File: src/rtl/multicycle_control_unit_if.sv
// Control bundle between the multicycle control unit and its datapath.
// The master side is the control unit: it takes instruction fields and flags and drives the datapath controls.
interface multicycle_control_unit_if #(
  parameter int ALUCTRL_W = 3
);
  logic [5:0]           Opcode;
  logic [5:0]           Funct;
  logic                 Zero;
  logic                 MemReady;
  logic                 IorD;
  logic                 IRWrite;
  logic                 MemWrite;
  logic                 RegWrite;
  logic                 RegDst;
  logic                 MemtoReg;
  logic                 ALUSrcA;
  logic                 PCEn;
  logic [1:0]           ALUSrcB;
  logic [1:0]           PCSrc;
  logic [ALUCTRL_W-1:0] ALUControl;
  logic [3:0]           State;
  logic                 IllegalOp;

  modport master (
    input  Opcode, Funct, Zero, MemReady,
    output IorD, IRWrite, MemWrite, RegWrite, RegDst, MemtoReg, ALUSrcA, PCEn,
           ALUSrcB, PCSrc, ALUControl, State, IllegalOp
  );

  modport slave (
    output Opcode, Funct, Zero, MemReady,
    input  IorD, IRWrite, MemWrite, RegWrite, RegDst, MemtoReg, ALUSrcA, PCEn,
           ALUSrcB, PCSrc, ALUControl, State, IllegalOp
  );
endinterface

File: src/rtl/multicycle_control_unit.sv
// Moore-style control FSM for a MIPS multicycle datapath (lw, sw, R-type, beq, bne, addi, j).
// Outputs decode the current state; only PCEn, IRWrite and MemWrite also look at MemReady/Zero.
module multicycle_control_unit #(
  parameter int ALUCTRL_W     = 3,
  parameter int MEM_HANDSHAKE = 1
) (
  input logic                       clk,
  input logic                       reset,
  multicycle_control_unit_if.master bus
);
  typedef enum logic [3:0] {
    FETCH   = 4'd0,
    DECODE  = 4'd1,
    MEMADR  = 4'd2,
    MEMRD   = 4'd3,
    MEMWB   = 4'd4,
    MEMWR   = 4'd5,
    EXECUTE = 4'd6,
    ALUWB   = 4'd7,
    BRANCH  = 4'd8,
    ADDIEX  = 4'd9,
    ADDIWB  = 4'd10,
    JUMP    = 4'd11
  } state_t;

  localparam logic [5:0] OP_RTYPE = 6'b000000;
  localparam logic [5:0] OP_LW    = 6'b100011;
  localparam logic [5:0] OP_SW    = 6'b101011;
  localparam logic [5:0] OP_BEQ   = 6'b000100;
  localparam logic [5:0] OP_BNE   = 6'b000101;
  localparam logic [5:0] OP_ADDI  = 6'b001000;
  localparam logic [5:0] OP_J     = 6'b000010;

  localparam logic [2:0] ALU_ADD = 3'b010;
  localparam logic [2:0] ALU_SUB = 3'b110;

  // Returns {illegal, alu_code}; unknown Funct falls back to add.
  function automatic logic [3:0] funct_decode(input logic [5:0] funct);
    case (funct)
      6'b100000: return {1'b0, 3'b010};
      6'b100010: return {1'b0, 3'b110};
      6'b100100: return {1'b0, 3'b000};
      6'b100101: return {1'b0, 3'b001};
      6'b101010: return {1'b0, 3'b111};
      default:   return {1'b1, 3'b010};
    endcase
  endfunction

  state_t               state, state_next;
  logic                 mem_ready;
  logic [3:0]           fdec;
  logic                 iord, irwrite, memwrite, regwrite, regdst, memtoreg, alusrca, pcen;
  logic [1:0]           alusrcb, pcsrc;
  logic [2:0]           alu_ctrl;
  logic                 illegal;
  logic [ALUCTRL_W-1:0] alu_ctrl_ext;

  // Without a handshake every memory access is treated as completing immediately.
  assign mem_ready = (MEM_HANDSHAKE != 0) ? bus.MemReady : 1'b1;
  assign fdec      = funct_decode(bus.Funct);

  // NOTE: state registers use non-blocking assignment so every flop samples pre-edge values.
  always_ff @(posedge clk) begin
    if (reset) state <= FETCH;
    else       state <= state_next;
  end

  always_comb begin
    // NOTE: default assignment first, so no path through the case can infer a latch.
    state_next = FETCH;
    case (state)
      FETCH:   state_next = mem_ready ? DECODE : FETCH;
      DECODE: begin
        case (bus.Opcode)
          OP_LW, OP_SW:   state_next = MEMADR;
          OP_RTYPE:       state_next = EXECUTE;
          OP_BEQ, OP_BNE: state_next = BRANCH;
          OP_ADDI:        state_next = ADDIEX;
          OP_J:           state_next = JUMP;
          default:        state_next = FETCH;
        endcase
      end
      MEMADR:  state_next = (bus.Opcode == OP_SW) ? MEMWR : MEMRD;
      MEMRD:   state_next = mem_ready ? MEMWB : MEMRD;
      MEMWR:   state_next = mem_ready ? FETCH : MEMWR;
      EXECUTE: state_next = ALUWB;
      ADDIEX:  state_next = ADDIWB;
      default: state_next = FETCH;
    endcase
  end

  always_comb begin
    iord     = 1'b0;
    irwrite  = 1'b0;
    memwrite = 1'b0;
    regwrite = 1'b0;
    regdst   = 1'b0;
    memtoreg = 1'b0;
    alusrca  = 1'b0;
    pcen     = 1'b0;
    alusrcb  = 2'b00;
    pcsrc    = 2'b00;
    alu_ctrl = ALU_ADD;
    illegal  = 1'b0;
    case (state)
      FETCH: begin
        alusrcb = 2'b01;
        irwrite = mem_ready;
        pcen    = mem_ready;
      end
      DECODE: begin
        alusrcb = 2'b11;
        illegal = !(bus.Opcode inside {OP_LW, OP_SW, OP_RTYPE, OP_BEQ, OP_BNE, OP_ADDI, OP_J});
      end
      MEMADR, ADDIEX: begin
        alusrca = 1'b1;
        alusrcb = 2'b10;
      end
      MEMRD: iord = 1'b1;
      MEMWB: begin
        memtoreg = 1'b1;
        regwrite = 1'b1;
      end
      MEMWR: begin
        iord     = 1'b1;
        memwrite = mem_ready;
      end
      EXECUTE: begin
        alusrca  = 1'b1;
        alu_ctrl = fdec[2:0];
        illegal  = fdec[3];
      end
      ALUWB: begin
        regdst   = 1'b1;
        regwrite = 1'b1;
      end
      BRANCH: begin
        alusrca  = 1'b1;
        alu_ctrl = ALU_SUB;
        pcsrc    = 2'b01;
        pcen     = (bus.Opcode == OP_BNE) ? !bus.Zero : bus.Zero;
      end
      ADDIWB: regwrite = 1'b1;
      JUMP: begin
        pcsrc = 2'b10;
        pcen  = 1'b1;
      end
      default: ;
    endcase
  end

  always_comb begin
    alu_ctrl_ext      = '0;
    alu_ctrl_ext[2:0] = alu_ctrl;
  end

  assign bus.IorD       = iord;
  assign bus.IRWrite    = irwrite;
  assign bus.MemWrite   = memwrite;
  assign bus.RegWrite   = regwrite;
  assign bus.RegDst     = regdst;
  assign bus.MemtoReg   = memtoreg;
  assign bus.ALUSrcA    = alusrca;
  assign bus.PCEn       = pcen;
  assign bus.ALUSrcB    = alusrcb;
  assign bus.PCSrc      = pcsrc;
  assign bus.ALUControl = alu_ctrl_ext;
  assign bus.State      = state;
  assign bus.IllegalOp  = illegal;
endmodule
File: src/flat_wrapper.sv
// flat-port wrapper written by rule: the top's interface ports become plain ports
module multicycle_control_unit_flat 
#(
  parameter int ALUCTRL_W     = 3,
  parameter int MEM_HANDSHAKE = 1
)
  (clk, reset, bus_Opcode, bus_Funct, bus_Zero, bus_MemReady, bus_IorD, bus_IRWrite, bus_MemWrite, bus_RegWrite, bus_RegDst, bus_MemtoReg, bus_ALUSrcA, bus_PCEn, bus_ALUSrcB, bus_PCSrc, bus_ALUControl, bus_State, bus_IllegalOp);
  multicycle_control_unit_if #(.ALUCTRL_W(ALUCTRL_W)) bus_i ();
  input logic clk;
  input logic reset;
  input wire logic [$bits(bus_i.Opcode)-1:0] bus_Opcode;
  input wire logic [$bits(bus_i.Funct)-1:0] bus_Funct;
  input wire logic [$bits(bus_i.Zero)-1:0] bus_Zero;
  input wire logic [$bits(bus_i.MemReady)-1:0] bus_MemReady;
  output wire logic [$bits(bus_i.IorD)-1:0] bus_IorD;
  output wire logic [$bits(bus_i.IRWrite)-1:0] bus_IRWrite;
  output wire logic [$bits(bus_i.MemWrite)-1:0] bus_MemWrite;
  output wire logic [$bits(bus_i.RegWrite)-1:0] bus_RegWrite;
  output wire logic [$bits(bus_i.RegDst)-1:0] bus_RegDst;
  output wire logic [$bits(bus_i.MemtoReg)-1:0] bus_MemtoReg;
  output wire logic [$bits(bus_i.ALUSrcA)-1:0] bus_ALUSrcA;
  output wire logic [$bits(bus_i.PCEn)-1:0] bus_PCEn;
  output wire logic [$bits(bus_i.ALUSrcB)-1:0] bus_ALUSrcB;
  output wire logic [$bits(bus_i.PCSrc)-1:0] bus_PCSrc;
  output wire logic [$bits(bus_i.ALUControl)-1:0] bus_ALUControl;
  output wire logic [$bits(bus_i.State)-1:0] bus_State;
  output wire logic [$bits(bus_i.IllegalOp)-1:0] bus_IllegalOp;
  assign bus_i.Opcode = bus_Opcode;
  assign bus_i.Funct = bus_Funct;
  assign bus_i.Zero = bus_Zero;
  assign bus_i.MemReady = bus_MemReady;
  assign bus_IorD = bus_i.IorD;
  assign bus_IRWrite = bus_i.IRWrite;
  assign bus_MemWrite = bus_i.MemWrite;
  assign bus_RegWrite = bus_i.RegWrite;
  assign bus_RegDst = bus_i.RegDst;
  assign bus_MemtoReg = bus_i.MemtoReg;
  assign bus_ALUSrcA = bus_i.ALUSrcA;
  assign bus_PCEn = bus_i.PCEn;
  assign bus_ALUSrcB = bus_i.ALUSrcB;
  assign bus_PCSrc = bus_i.PCSrc;
  assign bus_ALUControl = bus_i.ALUControl;
  assign bus_State = bus_i.State;
  assign bus_IllegalOp = bus_i.IllegalOp;
  multicycle_control_unit #(.ALUCTRL_W(ALUCTRL_W), .MEM_HANDSHAKE(MEM_HANDSHAKE)) u_core (.clk(clk), .reset(reset), .bus(bus_i));
endmodule
File: config.mk
export PLATFORM = sky130hd
export DESIGN_NAME = multicycle_control_unit_flat
export DESIGN_NICKNAME = d
export VERILOG_FILES = /design/src/rtl/multicycle_control_unit_if.sv /design/src/rtl/multicycle_control_unit.sv /design/src/flat_wrapper.sv
export SDC_FILE = /design/constraint.sdc
export NUM_CORES = 1
export LEC_CHECK = 0
export ABC_AREA = 1
export ABC_CLOCK_PERIOD_IN_PS = 2100
export CORE_MARGIN = 3
export CORE_UTILIZATION = 40
export CTS_CLUSTER_SIZE = 30
export DETAILED_ROUTE_END_ITERATION = 12
export GPL_ROUTABILITY_DRIVEN = 0
export GPL_TIMING_DRIVEN = 0
export PLACE_DENSITY_LB_ADDON = 0.12
export SETUP_SLACK_MARGIN = 0.05
export SLEW_MARGIN = 20
export SYNTH_ARGS = -nofsm -noshare
export SYNTH_HDL_FRONTEND = slang
export SYNTH_SLANG_ARGS = --single-unit
File: constraint.sdc
create_clock -name clk -period 2.1 [get_ports clk]
set_clock_uncertainty 0.1 [all_clocks]
set_input_delay 0.42 -clock clk [delete_from_list [all_inputs] [get_ports clk]]
set_output_delay 0.42 -clock clk [all_outputs]
set_load 0.05 [all_outputs]
Word level (Yosys, flattened, before mapping)
Cells that the tools add are included.
{"block": "classes", "n_addsub": 0, "multipliers": 0, "n_div": 0, "n_lt_le_gt_ge": 0, "n_eq_ne": 22, "shift": 0, "muxes": 20, "n_bitwise": 0, "reduce_logical": 11}
{"op": "== test 6 bit, second input constant", "n": 7}
{"op": "case mux 4 bit (5 select lines)", "n": 2}
{"op": "case mux 4 bit (7 select lines)", "n": 1}
{"op": "== test 4 x 3 -> 1 bit, second input constant", "n": 4}
{"op": "== test 4 bit, second input constant", "n": 4}
{"op": "== test 6 x 3 -> 1 bit, second input constant", "n": 2}
{"op": "two-way mux 1 bit", "n": 9}
{"op": "two-way mux 3 bit", "n": 3}
{"op": "== test 4 x 2 -> 1 bit, second input constant", "n": 2}
{"op": "OR reduction 2 bit", "n": 4}
{"op": "nonzero test 7 bit", "n": 1}
{"op": "== test 6 x 2 -> 1 bit, second input constant", "n": 1}
{"op": "== test 6 x 4 -> 1 bit, second input constant", "n": 1}
{"op": "logical NOT 6 bit", "n": 1}
{"op": "case mux 2 bit (3 select lines)", "n": 1}
{"op": "case mux 3 bit (2 select lines)", "n": 1}
{"op": "== test 4 x 1 -> 1 bit, second input constant", "n": 1}
{"op": "logical NOT 4 bit", "n": 1}
{"op": "case mux 2 bit (2 select lines)", "n": 1}
{"op": "OR reduction 4 bit", "n": 1}
{"op": "case mux 1 bit (3 select lines)", "n": 1}
{"op": "OR reduction 3 bit", "n": 1}
{"op": "logical NOT 1 bit", "n": 2}
{"op": "case mux 1 bit (2 select lines)", "n": 1}
{"block": "totals", "regBits": 4, "latchBits": 0, "ram_bits": 0, "romBits": 0, "in_bits": 16, "out_inout_bits": 20, "word_cells": 54, "n_memories": 0}

Depth between registers and ports, before layout
{"block": "logic_depth", "ltp_word": 4, "mapped_depth": 8, "mapped_depth_nobuf": 8}

Least setup slack after synthesis
No wires, ideal clock.
{"block": "synth_path", "path_kind": "register -> output", "start": "register u_core.state[1], in the netlist u_core.bus.State[1]", "end": "output port bus_ALUControl[2]", "arrival_time_ns": 2.191, "required_time_ns": 1.580, "path_slack_ns": -0.611, "path_stages_with_launch": 5, "path_buffers": 0, "cell_sequence": "dfxtp_1 inv_1 nor2_2 nand2_2 o21ai_0"}
{"block": "synth_via", "elab_chain_len": 2, "word_cells_on_any_way": 3, "classes_between": "eq/ne (2); mux (1)"}
{"item": "start: declaration", "line_no": "multicycle_control_unit.sv:49", "source": "state_t state, state_next;"}
{"item": "start signal: assignment", "line_no": "multicycle_control_unit.sv:65", "source": "else state <= state_next;"}
{"item": "== test 4 bit / == test 4 x 3 -> 1 bit (equally long branches)", "line_no": "multicycle_control_unit.sv:105", "source": "case (state)"}
{"item": "case mux 3 bit (2 select lines) (*)", "line_no": "multicycle_control_unit.sv:105"}
{"item": "end: declaration", "line_no": "flat_wrapper.sv:25", "source": "output wire logic [$bits(bus_i.ALUControl)-1:0] bus_ALUControl;"}
Mark *: on every way between the ends. The rest lies on a longest branch, timed or not.

Worst setup path after layout
{"block": "layout_path", "start": "input port bus_Funct[2]", "end": "output port bus_ALUControl[1]"}
{"block": "layout_via", "elab_chain_len": 3, "word_cells_on_any_way": 7, "classes_between": "eq/ne (5); mux (2)"}
{"item": "start: declaration", "line_no": "flat_wrapper.sv:12", "source": "input wire logic [$bits(bus_i.Funct)-1:0] bus_Funct;"}
{"item": "== test 6 bit", "line_no": "multicycle_control_unit.sv:39", "source": "case (funct)"}
{"item": "case mux 4 bit (5 select lines) (*)", "line_no": "multicycle_control_unit.sv:39"}
{"item": "case mux 3 bit (2 select lines) (*)", "line_no": "multicycle_control_unit.sv:105"}
Marked as above.

==> metrics.cfg <==
[run_status]
outcome=finished, final reports clean

[power]
fin_total_pwr_mw=0.305
power_density_nw_per_um2=295
p_int_mw=0.192
sequentialPowerShare_pct=26.9
clkPwrFrac_pct=29.0
p_leak_nw=0.567
p_sw_mw=0.114
power_frac_comb_pct=44.1
vdd_drop_max_uv=347
p_sw_share_pct=37.3

[synthesis]
synth_ff_type=dfxtp_1
yosysTopAreaCell=nand2_1
synth_seq_cells=4
syn_area_um2=617
ys_seq_area_share_pct=13.0
yosys_warnings=0
synth_edf_count=0
synth_area_leaders=nand2_1 (18%), nor2_1 (17%), inv_1 (14%)
avgSynthCellArea_um2=4.93
yosysTopAreaCellShare_pct=17.6
yosysMostFrequentCell=nand2_1
syn_inst=125
post_synth_num_cell_types=17
yosys-top-cells-count=nand2_1 (29), nor2_1 (28), inv_1 (23), nand3_1 (15), a21oi_1 (5)
synthArstFlopShare_pct=0
synth_nets=141

[hold_path]
whs_path_depth=4
min_from=u_core.bus.State[0]$_SDFF_PP0_
hold_path_end=u_core.bus.State[3]$_SDFF_PP0_
hp-class=flip-flop to flip-flop

[worst_setup_path]
crit_path_start=bus_Funct[2]
timing.rr.end=u_core.bus.State[1]$_SDFF_PP0_
r2r_setup_slack_ns=0.87
crit_slowest_cell=dlygate4sd2_1
cp-end-kind=output port
r2r-start=u_core.bus.State[1]$_SDFF_PP0_
crit_top_cell=nand3_2
cp_cell_sequence=dlygate4sd2_1, nor2_2, nand4_1, nand3_2, nand3_2, buf_8
critPathKind=input port to output port
path_delay_family=simple AND/OR/NAND/NOR gates
r2r_cells=8
crit_required_ns=1.58
cp-start-kind=input port
max_stage_delay_ns=0.26
crit_fanout=3
path_depth=6
critical_path_arrival_ns=1.46
crit_buf_inv=2

[global_routing]
grt_start_max_net_pins=8
grt_usage_pct=19.3
grt_pass1_wl_mm=3.08
grt_use_met1_pct=23.6
met3_usage_pct=2.79
grt_antenna_before_repair=0
grt_pass1_vias=805
gr-total-overflow=0
grt_busiest_layer=met2
use_met2_pct=35.6

[flow_run]
drv_cap=0

[routing]
wl_per_cell_um=11.0
ant_nets=0
drc=0
dr.pass1.iters=5
dr.first_iter.drc_count=24
num_vias=930
drt-vias-per-instance=5.20
drt-total-wl_mm=1.97

[cts]
cts_num_sinks=4
ctsLongestPathBuffers=2
htreeDepth=1
cts_tree=built
clock_latency_ns=0.23
numCtsBuffers=3
clockRootBuffer=clkbuf_4
path_clk_slew_ns=0.03
cts_hold_buffers=0

[layout]
area_growth_pct=68.0
final_layout_size_suffix_gt1_share_pct=30.5
largest_register_ffs=4
nets=182
fillers=114
n_antenna_cell=0

[sta]
setup_viol=0
slew_headroom_pct=66.8
hold_ws_ns=0.570
period_needed_ns=1.98
worstMarginPinSlew_ns=0.497
finalCritPeriodShare_pct=94.4
fmax_mhz=504
rsz0062_at_grt=true
slew_violations=0
hold_violations=0

[floorplan]
die_x_um=45.3
start_util_pct=45.1
coreArea_um2=1370
io_pins=36
rows=13
dieArea_um2=2050
die_h_um=45.3

[place]
numPortBuffers=35
place_hpwl_mm=1.54

## worst max path at each step
stage                                   end  slack [ns]
after floorplan                bus_RegWrite        0.11
after global placement             bus_PCEn       -0.75
after detailed placement           bus_PCEn       -0.77
after CTS                       bus_IRWrite        0.05
after global routing               bus_PCEn        0.02
final                     bus_ALUControl[1]        0.12
## metrics by stage
step,std cells,setup TNS [ns],util (%),instance area [um^2],setup WS [ns]
finish,179,0,75.8,1040,0.118
global route,179,0,75.8,1040,0.0250
CTS,179,0,77.3,1060,0.0511
detailed placement,175,-4.51,74.0,1010,-0.774
global placement,175,-4.34,74.0,1010,-0.745
floorplan,125,0,-,642,0.111
## cells by family (layout without fill, tap and decap cells)
group | after synthesis | count (layout) | share of synthesized area (%)
AO/OA/AOI/OAI | 11 | 11 | 9.74
AND/OR/NAND/NOR | 85 | 85 | 62.1
flip-flops | 4 | 4 | 13.0
buffers and inverters | 25 | 64 | 15.2
## worst register-to-register path, stage by stage, from the launching register on
cell and delay (ns):
dfxtp_2 0.35, nand2_1 0.15, inv_1 0.07, nand2_1 0.09, nor2_1 0.05, nor2_1 0.11, nand3_1 0.10, nand2_1 0.07
inv_1 0.03
## cell usage in the layout (no fill, tap or decap), types with 3 or more instances in the layout
cell type and count:
a21oi_1 4, buf_2 6, buf_6 3, clkbuf_2 3
clkbuf_4 3, clkdlybuf4s50_1 7, dfxtp_2 4, dlygate4sd2_1 11
inv_1 20, inv_2 4, nand2_1 28, nand2_2 3
nand3_1 11, nand3_2 4, nand4_1 4, nor2_1 21
nor2_2 9
## final cells by class
cell class                      count  area [um^2]  area share, %
Multi-Input combinational cell     96          499           48.2
Timing Repair Buffer               36          313           30.2
Sequential cell                     4         85.1           8.21
Clock buffer                        3         22.5           2.17
Tap cell                           15         18.8           1.81
Inverter                           25         97.6           9.42
## repair_timing
action / 4_1_cts / 5_1_grt
gates resized for setup: 74 / 27
pin swaps: 7 / 6
gates cloned: 0 / 0
buffers inserted: 1 / 0
endpoints found under the setup margin: 16 / 12
## power groups by stage
stage,Combinational (mW),Sequential [mW],Clock (mW)
after floorplan,0.0683,0.0892,0
after global placement,0.133,0.0830,0
after detailed placement,0.134,0.0832,0
after CTS,0.132,0.0822,0.0921
after global routing,0.145,0.0824,0.0958
final,0.135,0.0822,0.0887
## routing by layer
layer	routed length, um	vias up
met5	0	-
met4	11	0
met3	165	2
met2	967	45
met1	828	407
li1	-	476
Note: power is estimated with default switching activity, not from simulation.
